`config.mk`:
```
export PLATFORM = sky130hd
export DESIGN_NAME = pipe_hazard_ctrl_flat
export DESIGN_NICKNAME = d
export VERILOG_FILES = /design/src/rtl/pipe_hazard_ctrl_if.sv /design/src/rtl/pipe_hazard_ctrl.sv /design/src/flat_wrapper.sv
export SDC_FILE = /design/constraint.sdc
export NUM_CORES = 1
export LEC_CHECK = 0
export ABC_AREA = 1
export CORE_UTILIZATION = 26
export CTS_BUF_LIST = sky130_fd_sc_hd__clkbuf_4
export CTS_CLUSTER_DIAMETER = 30
export CTS_CLUSTER_SIZE = 10
export DETAILED_ROUTE_END_ITERATION = 12
export PLACE_DENSITY = 0.79
export SYNTH_ARGS = -nofsm -noshare
export SYNTH_HDL_FRONTEND = slang
export SYNTH_SLANG_ARGS = --single-unit
```
`constraint.sdc`:
```
create_clock -name clock -period 1.4 [get_ports clock]
set_input_delay 0.35 -clock clock [delete_from_list [all_inputs] [get_ports clock]]
set_output_delay 0.35 -clock clock [all_outputs]
set_load 0.02 [all_outputs]
```
`src/rtl/pipe_hazard_ctrl_if.sv`:
```
// Hazard-controller bundle: pipeline-side hazard inputs, stage enables/flushes,
// PC redirect, data-memory handshake and performance counters.
// master: the controller (drives enables/flushes/redirect/dmem_req/counters).
// slave : the pipeline datapath (drives hazard sources and dmem_ready).
interface pipe_hazard_ctrl_if #(
    parameter int CNT_W = 32
);
    logic [4:0]       id_rs;
    logic [4:0]       id_rt;
    logic             id_uses_rt;
    logic             ex_mem_read;
    logic [4:0]       ex_reg_dest;
    logic             mem_branch;
    logic             mem_zero;
    logic             mem_jump;
    logic [31:0]      mem_branch_tgt;
    logic [31:0]      mem_jump_tgt;
    logic             mem_read;
    logic             mem_write;
    logic             dmem_ready;
    logic             dmem_req;
    logic             pc_en;
    logic             pc_load;
    logic [31:0]      pc_target;
    logic             ifid_en;
    logic             idex_en;
    logic             exmem_en;
    logic             memwb_en;
    logic             ifid_flush;
    logic             idex_flush;
    logic             exmem_flush;
    logic             memwb_flush;
    logic             mem_err;
    logic [CNT_W-1:0] stall_cnt;
    logic [CNT_W-1:0] flush_cnt;
    logic [CNT_W-1:0] wait_cnt;

    modport master (
        input  id_rs, id_rt, id_uses_rt, ex_mem_read, ex_reg_dest,
        input  mem_branch, mem_zero, mem_jump, mem_branch_tgt, mem_jump_tgt,
        input  mem_read, mem_write, dmem_ready,
        output dmem_req, pc_en, pc_load, pc_target,
        output ifid_en, idex_en, exmem_en, memwb_en,
        output ifid_flush, idex_flush, exmem_flush, memwb_flush,
        output mem_err, stall_cnt, flush_cnt, wait_cnt
    );

    modport slave (
        output id_rs, id_rt, id_uses_rt, ex_mem_read, ex_reg_dest,
        output mem_branch, mem_zero, mem_jump, mem_branch_tgt, mem_jump_tgt,
        output mem_read, mem_write, dmem_ready,
        input  dmem_req, pc_en, pc_load, pc_target,
        input  ifid_en, idex_en, exmem_en, memwb_en,
        input  ifid_flush, idex_flush, exmem_flush, memwb_flush,
        input  mem_err, stall_cnt, flush_cnt, wait_cnt
    );
endinterface

```
`src/rtl/pipe_hazard_ctrl.sv`:
```
// Central stall/flush controller for the 5-stage pipeline: load-use stalls,
// MEM-stage branch/jump redirects and multi-cycle data-memory waits with timeout.
// Ports: clock, reset (sync, active-high); bus (pipe_hazard_ctrl_if.master)
// carrying hazard inputs, stage enables/flushes, PC redirect, dmem handshake,
// sticky mem_err and stall/flush/wait counters.
// Optional macro HAZ_PERF_CNT_EN enables the counters; otherwise they read 0.
module pipe_hazard_ctrl #(
    parameter int MEM_TIMEOUT = 16,
    parameter int CNT_W       = 32
) (
    input logic               clock,
    input logic               reset,
    pipe_hazard_ctrl_if.master bus
);
    typedef enum logic {RUN, MEM_WAIT} state_e;

    localparam logic [7:0] TIMEOUT = 8'(MEM_TIMEOUT);

    state_e     state_q, state_d;
    logic [7:0] wcnt_q, wcnt_d;
    logic       mem_err_q, mem_err_d;

    logic memop;
    logic taken;
    logic hz;
    logic stall_hit;
    logic flush_hit;
    logic in_wait;

    assign memop = bus.mem_read | bus.mem_write;
    assign taken = (bus.mem_branch & bus.mem_zero) | bus.mem_jump;
    assign hz    = bus.ex_mem_read & (bus.ex_reg_dest != 5'd0) &
                   ((bus.ex_reg_dest == bus.id_rs) |
                    (bus.id_uses_rt & (bus.ex_reg_dest == bus.id_rt)));

    always_ff @(posedge clock) begin
        if (reset) begin
            state_q   <= RUN;
            wcnt_q    <= 8'd0;
            mem_err_q <= 1'b0;
        end else begin
            state_q   <= state_d;
            wcnt_q    <= wcnt_d;
            mem_err_q <= mem_err_d;
        end
    end

    always_comb begin
        state_d         = state_q;
        wcnt_d          = wcnt_q;
        mem_err_d       = mem_err_q;
        stall_hit       = 1'b0;
        flush_hit       = 1'b0;
        in_wait         = 1'b0;
        bus.dmem_req    = 1'b0;
        bus.pc_en       = 1'b1;
        bus.pc_load     = 1'b0;
        bus.pc_target   = bus.mem_jump_tgt;
        bus.ifid_en     = 1'b1;
        bus.idex_en     = 1'b1;
        bus.exmem_en    = 1'b1;
        bus.memwb_en    = 1'b1;
        bus.ifid_flush  = 1'b0;
        bus.idex_flush  = 1'b0;
        bus.exmem_flush = 1'b0;
        bus.memwb_flush = 1'b0;

        if (reset) begin
            bus.pc_en       = 1'b0;
            bus.pc_target   = 32'd0;
            bus.ifid_en     = 1'b0;
            bus.idex_en     = 1'b0;
            bus.exmem_en    = 1'b0;
            bus.memwb_en    = 1'b0;
            bus.ifid_flush  = 1'b1;
            bus.idex_flush  = 1'b1;
            bus.exmem_flush = 1'b1;
            bus.memwb_flush = 1'b1;
        end else begin
            unique case (state_q)
                RUN: begin
                    bus.dmem_req = memop;
                    if (memop && !bus.dmem_ready) begin
                        // Freeze IF..EX, push a bubble into WB.
                        bus.pc_en       = 1'b0;
                        bus.ifid_en     = 1'b0;
                        bus.idex_en     = 1'b0;
                        bus.exmem_en    = 1'b0;
                        bus.memwb_flush = 1'b1;
                        state_d         = MEM_WAIT;
                        wcnt_d          = 8'd1;
                    end else if (taken && !memop) begin
                        // A memop in MEM masks a (malformed) redirect.
                        flush_hit       = 1'b1;
                        bus.pc_load     = 1'b1;
                        bus.pc_target   = bus.mem_jump ? bus.mem_jump_tgt
                                                       : bus.mem_branch_tgt;
                        bus.ifid_flush  = 1'b1;
                        bus.idex_flush  = 1'b1;
                        bus.exmem_flush = 1'b1;
                    end else if (hz) begin
                        stall_hit      = 1'b1;
                        bus.pc_en      = 1'b0;
                        bus.ifid_en    = 1'b0;
                        bus.idex_flush = 1'b1;
                    end
                end
                MEM_WAIT: begin
                    in_wait      = 1'b1;
                    bus.dmem_req = 1'b1;
                    if (bus.dmem_ready || wcnt_q == TIMEOUT) begin
                        state_d = RUN;
                        wcnt_d  = 8'd0;
                        if (!bus.dmem_ready) begin
                            mem_err_d = 1'b1;
                        end
                    end else begin
                        bus.pc_en       = 1'b0;
                        bus.ifid_en     = 1'b0;
                        bus.idex_en     = 1'b0;
                        bus.exmem_en    = 1'b0;
                        bus.memwb_flush = 1'b1;
                        wcnt_d          = wcnt_q + 8'd1;
                    end
                end
            endcase
        end
    end

    assign bus.mem_err = mem_err_q;

`ifdef HAZ_PERF_CNT_EN
    localparam logic [CNT_W-1:0] CNT_ONE = CNT_W'(1);
    localparam logic [CNT_W-1:0] CNT_MAX = '1;

    logic [CNT_W-1:0] stall_q;
    logic [CNT_W-1:0] flush_q;
    logic [CNT_W-1:0] wait_q;

    always_ff @(posedge clock) begin
        if (reset) begin
            stall_q <= '0;
            flush_q <= '0;
            wait_q  <= '0;
        end else begin
            if (stall_hit && stall_q != CNT_MAX) begin
                stall_q <= stall_q + CNT_ONE;
            end
            if (flush_hit && flush_q != CNT_MAX) begin
                flush_q <= flush_q + CNT_ONE;
            end
            if (in_wait && wait_q != CNT_MAX) begin
                wait_q <= wait_q + CNT_ONE;
            end
        end
    end

    assign bus.stall_cnt = stall_q;
    assign bus.flush_cnt = flush_q;
    assign bus.wait_cnt  = wait_q;
`else
    logic unused_hits;
    assign unused_hits   = stall_hit ^ flush_hit ^ in_wait;
    assign bus.stall_cnt = '0;
    assign bus.flush_cnt = '0;
    assign bus.wait_cnt  = '0;
`endif
endmodule

```
`src/flat_wrapper.sv`:
```
// flat-port wrapper written by rule: the top's interface ports become plain ports
module pipe_hazard_ctrl_flat 
#(
    parameter int MEM_TIMEOUT = 16,
    parameter int CNT_W       = 32
)
  (clock, reset, bus_id_rs, bus_id_rt, bus_id_uses_rt, bus_ex_mem_read, bus_ex_reg_dest, bus_mem_branch, bus_mem_zero, bus_mem_jump, bus_mem_branch_tgt, bus_mem_jump_tgt, bus_mem_read, bus_mem_write, bus_dmem_ready, bus_dmem_req, bus_pc_en, bus_pc_load, bus_pc_target, bus_ifid_en, bus_idex_en, bus_exmem_en, bus_memwb_en, bus_ifid_flush, bus_idex_flush, bus_exmem_flush, bus_memwb_flush, bus_mem_err, bus_stall_cnt, bus_flush_cnt, bus_wait_cnt);
  pipe_hazard_ctrl_if #(.CNT_W(CNT_W)) bus_i ();
  input logic clock;
  input logic reset;
  input wire logic [$bits(bus_i.id_rs)-1:0] bus_id_rs;
  input wire logic [$bits(bus_i.id_rt)-1:0] bus_id_rt;
  input wire logic [$bits(bus_i.id_uses_rt)-1:0] bus_id_uses_rt;
  input wire logic [$bits(bus_i.ex_mem_read)-1:0] bus_ex_mem_read;
  input wire logic [$bits(bus_i.ex_reg_dest)-1:0] bus_ex_reg_dest;
  input wire logic [$bits(bus_i.mem_branch)-1:0] bus_mem_branch;
  input wire logic [$bits(bus_i.mem_zero)-1:0] bus_mem_zero;
  input wire logic [$bits(bus_i.mem_jump)-1:0] bus_mem_jump;
  input wire logic [$bits(bus_i.mem_branch_tgt)-1:0] bus_mem_branch_tgt;
  input wire logic [$bits(bus_i.mem_jump_tgt)-1:0] bus_mem_jump_tgt;
  input wire logic [$bits(bus_i.mem_read)-1:0] bus_mem_read;
  input wire logic [$bits(bus_i.mem_write)-1:0] bus_mem_write;
  input wire logic [$bits(bus_i.dmem_ready)-1:0] bus_dmem_ready;
  output wire logic [$bits(bus_i.dmem_req)-1:0] bus_dmem_req;
  output wire logic [$bits(bus_i.pc_en)-1:0] bus_pc_en;
  output wire logic [$bits(bus_i.pc_load)-1:0] bus_pc_load;
  output wire logic [$bits(bus_i.pc_target)-1:0] bus_pc_target;
  output wire logic [$bits(bus_i.ifid_en)-1:0] bus_ifid_en;
  output wire logic [$bits(bus_i.idex_en)-1:0] bus_idex_en;
  output wire logic [$bits(bus_i.exmem_en)-1:0] bus_exmem_en;
  output wire logic [$bits(bus_i.memwb_en)-1:0] bus_memwb_en;
  output wire logic [$bits(bus_i.ifid_flush)-1:0] bus_ifid_flush;
  output wire logic [$bits(bus_i.idex_flush)-1:0] bus_idex_flush;
  output wire logic [$bits(bus_i.exmem_flush)-1:0] bus_exmem_flush;
  output wire logic [$bits(bus_i.memwb_flush)-1:0] bus_memwb_flush;
  output wire logic [$bits(bus_i.mem_err)-1:0] bus_mem_err;
  output wire logic [$bits(bus_i.stall_cnt)-1:0] bus_stall_cnt;
  output wire logic [$bits(bus_i.flush_cnt)-1:0] bus_flush_cnt;
  output wire logic [$bits(bus_i.wait_cnt)-1:0] bus_wait_cnt;
  assign bus_i.id_rs = bus_id_rs;
  assign bus_i.id_rt = bus_id_rt;
  assign bus_i.id_uses_rt = bus_id_uses_rt;
  assign bus_i.ex_mem_read = bus_ex_mem_read;
  assign bus_i.ex_reg_dest = bus_ex_reg_dest;
  assign bus_i.mem_branch = bus_mem_branch;
  assign bus_i.mem_zero = bus_mem_zero;
  assign bus_i.mem_jump = bus_mem_jump;
  assign bus_i.mem_branch_tgt = bus_mem_branch_tgt;
  assign bus_i.mem_jump_tgt = bus_mem_jump_tgt;
  assign bus_i.mem_read = bus_mem_read;
  assign bus_i.mem_write = bus_mem_write;
  assign bus_i.dmem_ready = bus_dmem_ready;
  assign bus_dmem_req = bus_i.dmem_req;
  assign bus_pc_en = bus_i.pc_en;
  assign bus_pc_load = bus_i.pc_load;
  assign bus_pc_target = bus_i.pc_target;
  assign bus_ifid_en = bus_i.ifid_en;
  assign bus_idex_en = bus_i.idex_en;
  assign bus_exmem_en = bus_i.exmem_en;
  assign bus_memwb_en = bus_i.memwb_en;
  assign bus_ifid_flush = bus_i.ifid_flush;
  assign bus_idex_flush = bus_i.idex_flush;
  assign bus_exmem_flush = bus_i.exmem_flush;
  assign bus_memwb_flush = bus_i.memwb_flush;
  assign bus_mem_err = bus_i.mem_err;
  assign bus_stall_cnt = bus_i.stall_cnt;
  assign bus_flush_cnt = bus_i.flush_cnt;
  assign bus_wait_cnt = bus_i.wait_cnt;
  pipe_hazard_ctrl #(.MEM_TIMEOUT(MEM_TIMEOUT), .CNT_W(CNT_W)) u_core (.clock(clock), .reset(reset), .bus(bus_i));
endmodule
```
# After elaboration in Yosys (flattened, before gate mapping)
# Cells that the tools add are included.
# Widths: inputs -> output; s select.
# totals
register_bits	10
inputBits	89
output_inout_bits	140
wordCells	58
# op_classes
add_sub_neg	1
eq_ne	4
muxes	34
n_bitwise	9
n_reduce_logical	7
# ops
op	count
$mux 32	5
$mux 1	22
$mux 8	2
$pmux 8 s2	1
$eq 5x5->1	2
$add 8x1->8 const B	1
$eq 8x5->1 const B	1
$pmux 1 s2	4
$reduce_bool 5->1	1
$and 1x1->1	4
$or 1x1->1	3
$reduce_and 3->1	1
$logic_and 1x1->1	2
$logic_not 1->1	2
$ne 2x1->1 const B	1
$not 1->1	2
$logic_or 1x1->1	1

# Logic depth before layout (Yosys ltp)
# logic_depth
ltp_word	9
mapped_depth	10
depth_no_buf	9

# Worst setup path before layout
# OpenSTA, ideal clock, no wires.
# synth_path
kind	flip-flop to output port
from	reg u_core.wcnt_q[0]
to	out bus_idex_en
arrival_ns	1.486
required_time_ns	1.050
slack_ns	-0.436
stages_incl_launch_ff	8
path_buffers	1
path_cell_list	dfxtp_1 -> inv_1 -> ha_1 -> nand4_1 -> nand2_1 -> nand2_1 -> a21oi_1 -> buf_4
# synth_via
elab_chain_cells	5
# synth_lines
element	line	source
from (decl)	pipe_hazard_ctrl.sv:20	logic [7:0] wcnt_q, wcnt_d;
from (signal assigned)	pipe_hazard_ctrl.sv:43	wcnt_q <= wcnt_d;
$eq 8x5->1	pipe_hazard_ctrl.sv:111	if (bus.dmem_ready || wcnt_q == TIMEOUT) begin
$logic_or 1x1->1	pipe_hazard_ctrl.sv:111	
$mux 1	-	
$pmux 1 s2	-	
$mux 1	-	
to (decl)	flat_wrapper.sv:29	output wire logic [$bits(bus_i.idex_en)-1:0] bus_idex_en;
# No other way between the ends.

# Worst setup path after layout
# layout_path
from	in bus_mem_write
to	out bus_pc_target[2]
# layout_via
elab_chain_cells	7
elab_cells_between_ends	8
cone_classes	mux (4); bitwise (1); reduce/logical (3)
# layout_lines
element	line	source
from (decl)	flat_wrapper.sv:22	input wire logic [$bits(bus_i.mem_write)-1:0] bus_mem_write;
$or 1x1->1 (*)	pipe_hazard_ctrl.sv:30	assign memop = bus.mem_read | bus.mem_write;
$logic_not 1->1	pipe_hazard_ctrl.sv:92	end else if (taken && !memop) begin
$logic_and 1x1->1	pipe_hazard_ctrl.sv:92	
$mux 32	pipe_hazard_ctrl.sv:92	
$mux 32 (*)	pipe_hazard_ctrl.sv:83	if (memop && !bus.dmem_ready) begin
$mux 32 (*)	pipe_hazard_ctrl.sv:80	unique case (state_q)
$mux 32 (*)	pipe_hazard_ctrl.sv:68	if (reset) begin
to (decl)	flat_wrapper.sv:27	output wire logic [$bits(bus_i.pc_target)-1:0] bus_pc_target;
# Mark *: on every way between the ends. The rest lies on a longest branch, timed or not.

==> results <==
- The largest family of logic cells by synthesized area is buffers and inverters.
- Summed over all instances, the cell type with the most area after synthesis is buf_4.
- The post-route antenna net violation count is 0.
- The beginning of the worst hold path is reset.
- The number of non-filler instances in the completed layout is 635.
- The number of standard cells after synthesis is 351.
- The wire length of the first global-routing pass is 13.0 mm.
- Of the total synthesized cell area, the portion taken by full adders, half adders and majority gates is 0.0121.
- The number of ports placed on the die boundary is 229.
- The count of buffers added on input and output ports is 132.
- The end-of-flow core utilization is 0.586.
- The footprint of the flip-flops and latches is 205 um^2.
- The die covers 0.00833 mm^2.
- CTS built an H-tree with a depth of 1.
- The antenna diode instance count is 0.
- Yosys instantiated no cell more often than buf_4.
- Of the cells placed in the final design, the portion with a size suffix greater than 1 is 0.424.
- For the finished layout, the period the worst path requires is 1.97 ns.
- The buffer cell driving the clock tree root is clkbuf_4.
- The parity-gate share of the synthesized area counting xor and xnor cells is 0.0211.
- The final count of pins violating max slew is 0.
- Entering global routing, the biggest net connects 14 pins.
- The endpoint of the worst register-to-register path is u_core.wcnt_q[4]$_SDFFE_PP0P_.
- The area fraction in compound gates after synthesis is 0.197.
- The length in cells of the worst reg-to-reg path is 8.
- The portion of synthesized area spent on multiplexers is 0.
- After filler insertion, the fill cell instance count of the layout stands at 618.
- The aggregate negative setup slack is -19.83 ns.
- The kind of launch point of the worst setup path is an input pin.
- The number of hold-slack violations in the final timing report is 0.
- The type of element capturing the critical path is an output port.
- After clock tree synthesis, the clock-pin slew on the worst setup and hold paths is 0.06 ns.
- The number of max-capacitance violations reported is 0.
- The TritonCTS buffer count is 3.
- Wires add up to 9.09 mm.
- For this run, the register share of the synthesized area comes to 0.0966.
- The die span in y is 91.3 um.
- The share of synthesized area in the top cell type comes to 0.362.
- The pre-CTS setup slack is -1.28 ns.
- Global routing finished with a remaining overflow of 0.
- Timing would allow up to 508 MHz.
- The endpoint of the worst setup timing path is bus_pc_target[2].
- The synthesized netlist occupies a cell area of 0.00207 mm^2.
- The commonest cells after synthesis are buf_4 (100), inv_1 (57), nand2_1 (51), a21oi_1 (41), o21ai_0 (27).
- The synthesized netlist contains 24 unique library cells.
- Across the VDD grid, the largest voltage drop is 0.184 mV.
- Dividing the detail-routed wire length by the instance count gives 14.3 um.
- The final RePlAce weighted congestion is 0.857.
- At the end of the flow, the number of nets in the layout was 626.
- The floorplan step set the die width to 91.3 um.
- The number of placement rows is 32.
- Dividing the final minimum period by the clock period gives 1.41.
- Dividing total power by cell area gives a power density of 429 mW/mm^2.
- The startpoint identified for the worst register-to-register timing path is u_core.wcnt_q[0]$_SDFFE_PP0P_.
- The global-route usage over all layers is 0.198.
- For this design, the sink count on the clock tree is 10.
- Counting instances, the worst hold path has a depth of 3.
- The worst setup path is of the input pin to output port kind.
- Final hold analysis gives a worst-case slack of 0.458 ns.
- Setup violations remaining at the end of the flow were counted as 42.
- The number of antenna violations at the first check in global routing is 0.
- The Yosys step of the flow raised 0 warnings.
- The detailed-route via count is 2679.
- The length of the first detailed-routing pass in iterations is 4.
- The analysis attributes to cell leakage a power of 2.14 nW.
- The worst path setup slack after routing is -0.569 ns.
- The origin of the worst setup path is bus_mem_write.
- Setup repair after global routing could not meet its margin everywhere.
- The flow ran to the end, but the final reports show violations.
- Along the worst path, the maximum fanout reaches 7.
- After legalization and detailed placement, the total HPWL measured 5.82 mm.
- The cell count after placement is 604.
- After synthesis, the cell types taking the most area are buf_4 (36%), inv_1 (10%), a21oi_1 (9.9%).
- For the final database, setup skew stands at 0.000747 ns.
- The area added between synthesis and finish is 118%.
- Hold repair after CTS inserted 0 buffers.
- STA puts the critical path data required time at 1.05 ns.
- The number of global-route vias before repair is 2532.
- TritonCTS built the clock tree.
- A synthesized cell averages 5.90 um^2.
- The proportion of synthesized flip-flops having asynchronous set or reset is 0.
- The most frequently used flop master after synthesis is dfxtp_1.
- The clock tree buffer depth is 2.
- The number of flops mapped to enable cells by yosys is 0.
- The initial utilization of the core area, before any placement, comes to 0.268.
- The area of the core is 0.00773 mm^2.
- The total DRC errors in the routed layout is 0.
- Setup slack on the worst reg-to-reg path comes out at 0.10 ns.
- The simple-gate share of the synthesized area is 0.166.
- In the final layout, the multi-input gates occupy 0.00197 mm^2.
- The number of DRC markers after the initial detailed-route iteration is 109.
- For the worst setup path, the data arrival time is 1.62 ns.
- Dividing the detail-routed via count by the number of cells gives 4.22.
- The final reports fail on setup timing.
- The clock latency on the worst-skew pair is 0.27 ns.
- The flip-flop and latch count after synthesis is 10.
- The path class of the tightest hold or removal check is input pin to register.
## sequential cells by signal, summed over array words and instances (netlist names)
signal	count
u_core.wcnt_q	8
u_core.bus.mem_err	1
u_core.state_q	1
## routing by layer
layer / global-route usage / wire length [um] / vias up
met5: 0 / 0 / -
met4: 0.0807 / 299 / 0
met3: 0.0352 / 810 / 23
met2: 0.387 / 4830 / 168
met1: 0.204 / 3140 / 1231
li1: - / - / 1257
## kinds of logic after synthesis
| logic type | after synthesis |
|---|---|
| buf+inv | 171 |
| fa+ha+maj | 2 |
| xor+xnor | 5 |
| other cells | 1 |
| compound gates | 81 |
| flops | 10 |
| simple gates | 81 |
## placed cells by master, fill, tap and decap left out, types with 4 or more instances in the layout
cell / netlist / routed
buf_4: 100 / 46
nand2_2: 0 / 7
clkbuf_2: 0 / 4
nand2_1: 51 / 43
clkdlybuf4s15_1: 0 / 4
buf_2: 5 / 11
clkdlybuf4s50_1: 0 / 64
a21oi_1: 41 / 5
conb_1: 1 / 96
o21ai_2: 0 / 6
nand3_1: 5 / 5
dfxtp_1: 10 / 6
dfxtp_2: 0 / 4
buf_6: 3 / 44
a21oi_4: 0 / 34
o21ai_4: 0 / 27
inv_2: 4 / 13
dlygate4sd2_1: 0 / 6
nor2_1: 17 / 14
inv_1: 57 / 47
buf_12: 0 / 8
## what timing repair did
item / in CTS / in global routing
buffers inserted: 20 / 8
endpoints found under the setup margin: 51 / 43
pin swaps: 31 / 23
gates cloned: 6 / 0
gates resized for setup: 348 / 45
## metrics by stage
step / power (W) / instance area [um^2]
finish: 0.00194 / 4530
global route: 0.00203 / 4530
CTS: 0.00187 / 4420
detailed placement: 0.00154 / 3930
global placement: 0.00152 / 3930
floorplan: 0.00123 / 3040
## power by group
part / total [W] / internal [W] / leakage, nW / switching [W]
Clock: 0.000195 / 0.0000993 / 0.0138 / 0.0000960
Combinational: 0.00145 / 0.000633 / 2.04 / 0.000817
Sequential: 0.000295 / 0.000291 / 0.0826 / 0.00000394
## worst min path at each step
| stage | endpoint |
|---|---|
| 3_3_place_gp | u_core.bus.mem_err$_SDFFE_PP0P_ |
| 6_report | u_core.wcnt_q[1]$_SDFFE_PP0P_ |
| 3_5_place_dp | u_core.bus.mem_err$_SDFFE_PP0P_ |
| 4_1_cts | u_core.wcnt_q[0]$_SDFFE_PP0P_ |
| 2_1_floorplan | u_core.wcnt_q[1]$_SDFFE_PP0P_ |
| 5_1_grt | u_core.wcnt_q[1]$_SDFFE_PP0P_ |
## final cells by class
class,instances,area share
repair buffers,194,0.435
multi-input cells,265,0.434
inverters,61,0.0522
flip-flops and latches,10,0.0453
well taps,102,0.0282
clock buffers,3,0.00498
## worst max-delay path: stages
cell     delay, ns
buf_6         0.10
nor2_4        0.13
nand2_2       0.07
inv_2         0.08
nand3_4       0.15
buf_6         0.19
buf_16        0.14
o21ai_2       0.10
buf_4         0.13
a21oi_4       0.03
buf_6         0.13
Note: power is estimated with default switching activity, not from simulation.
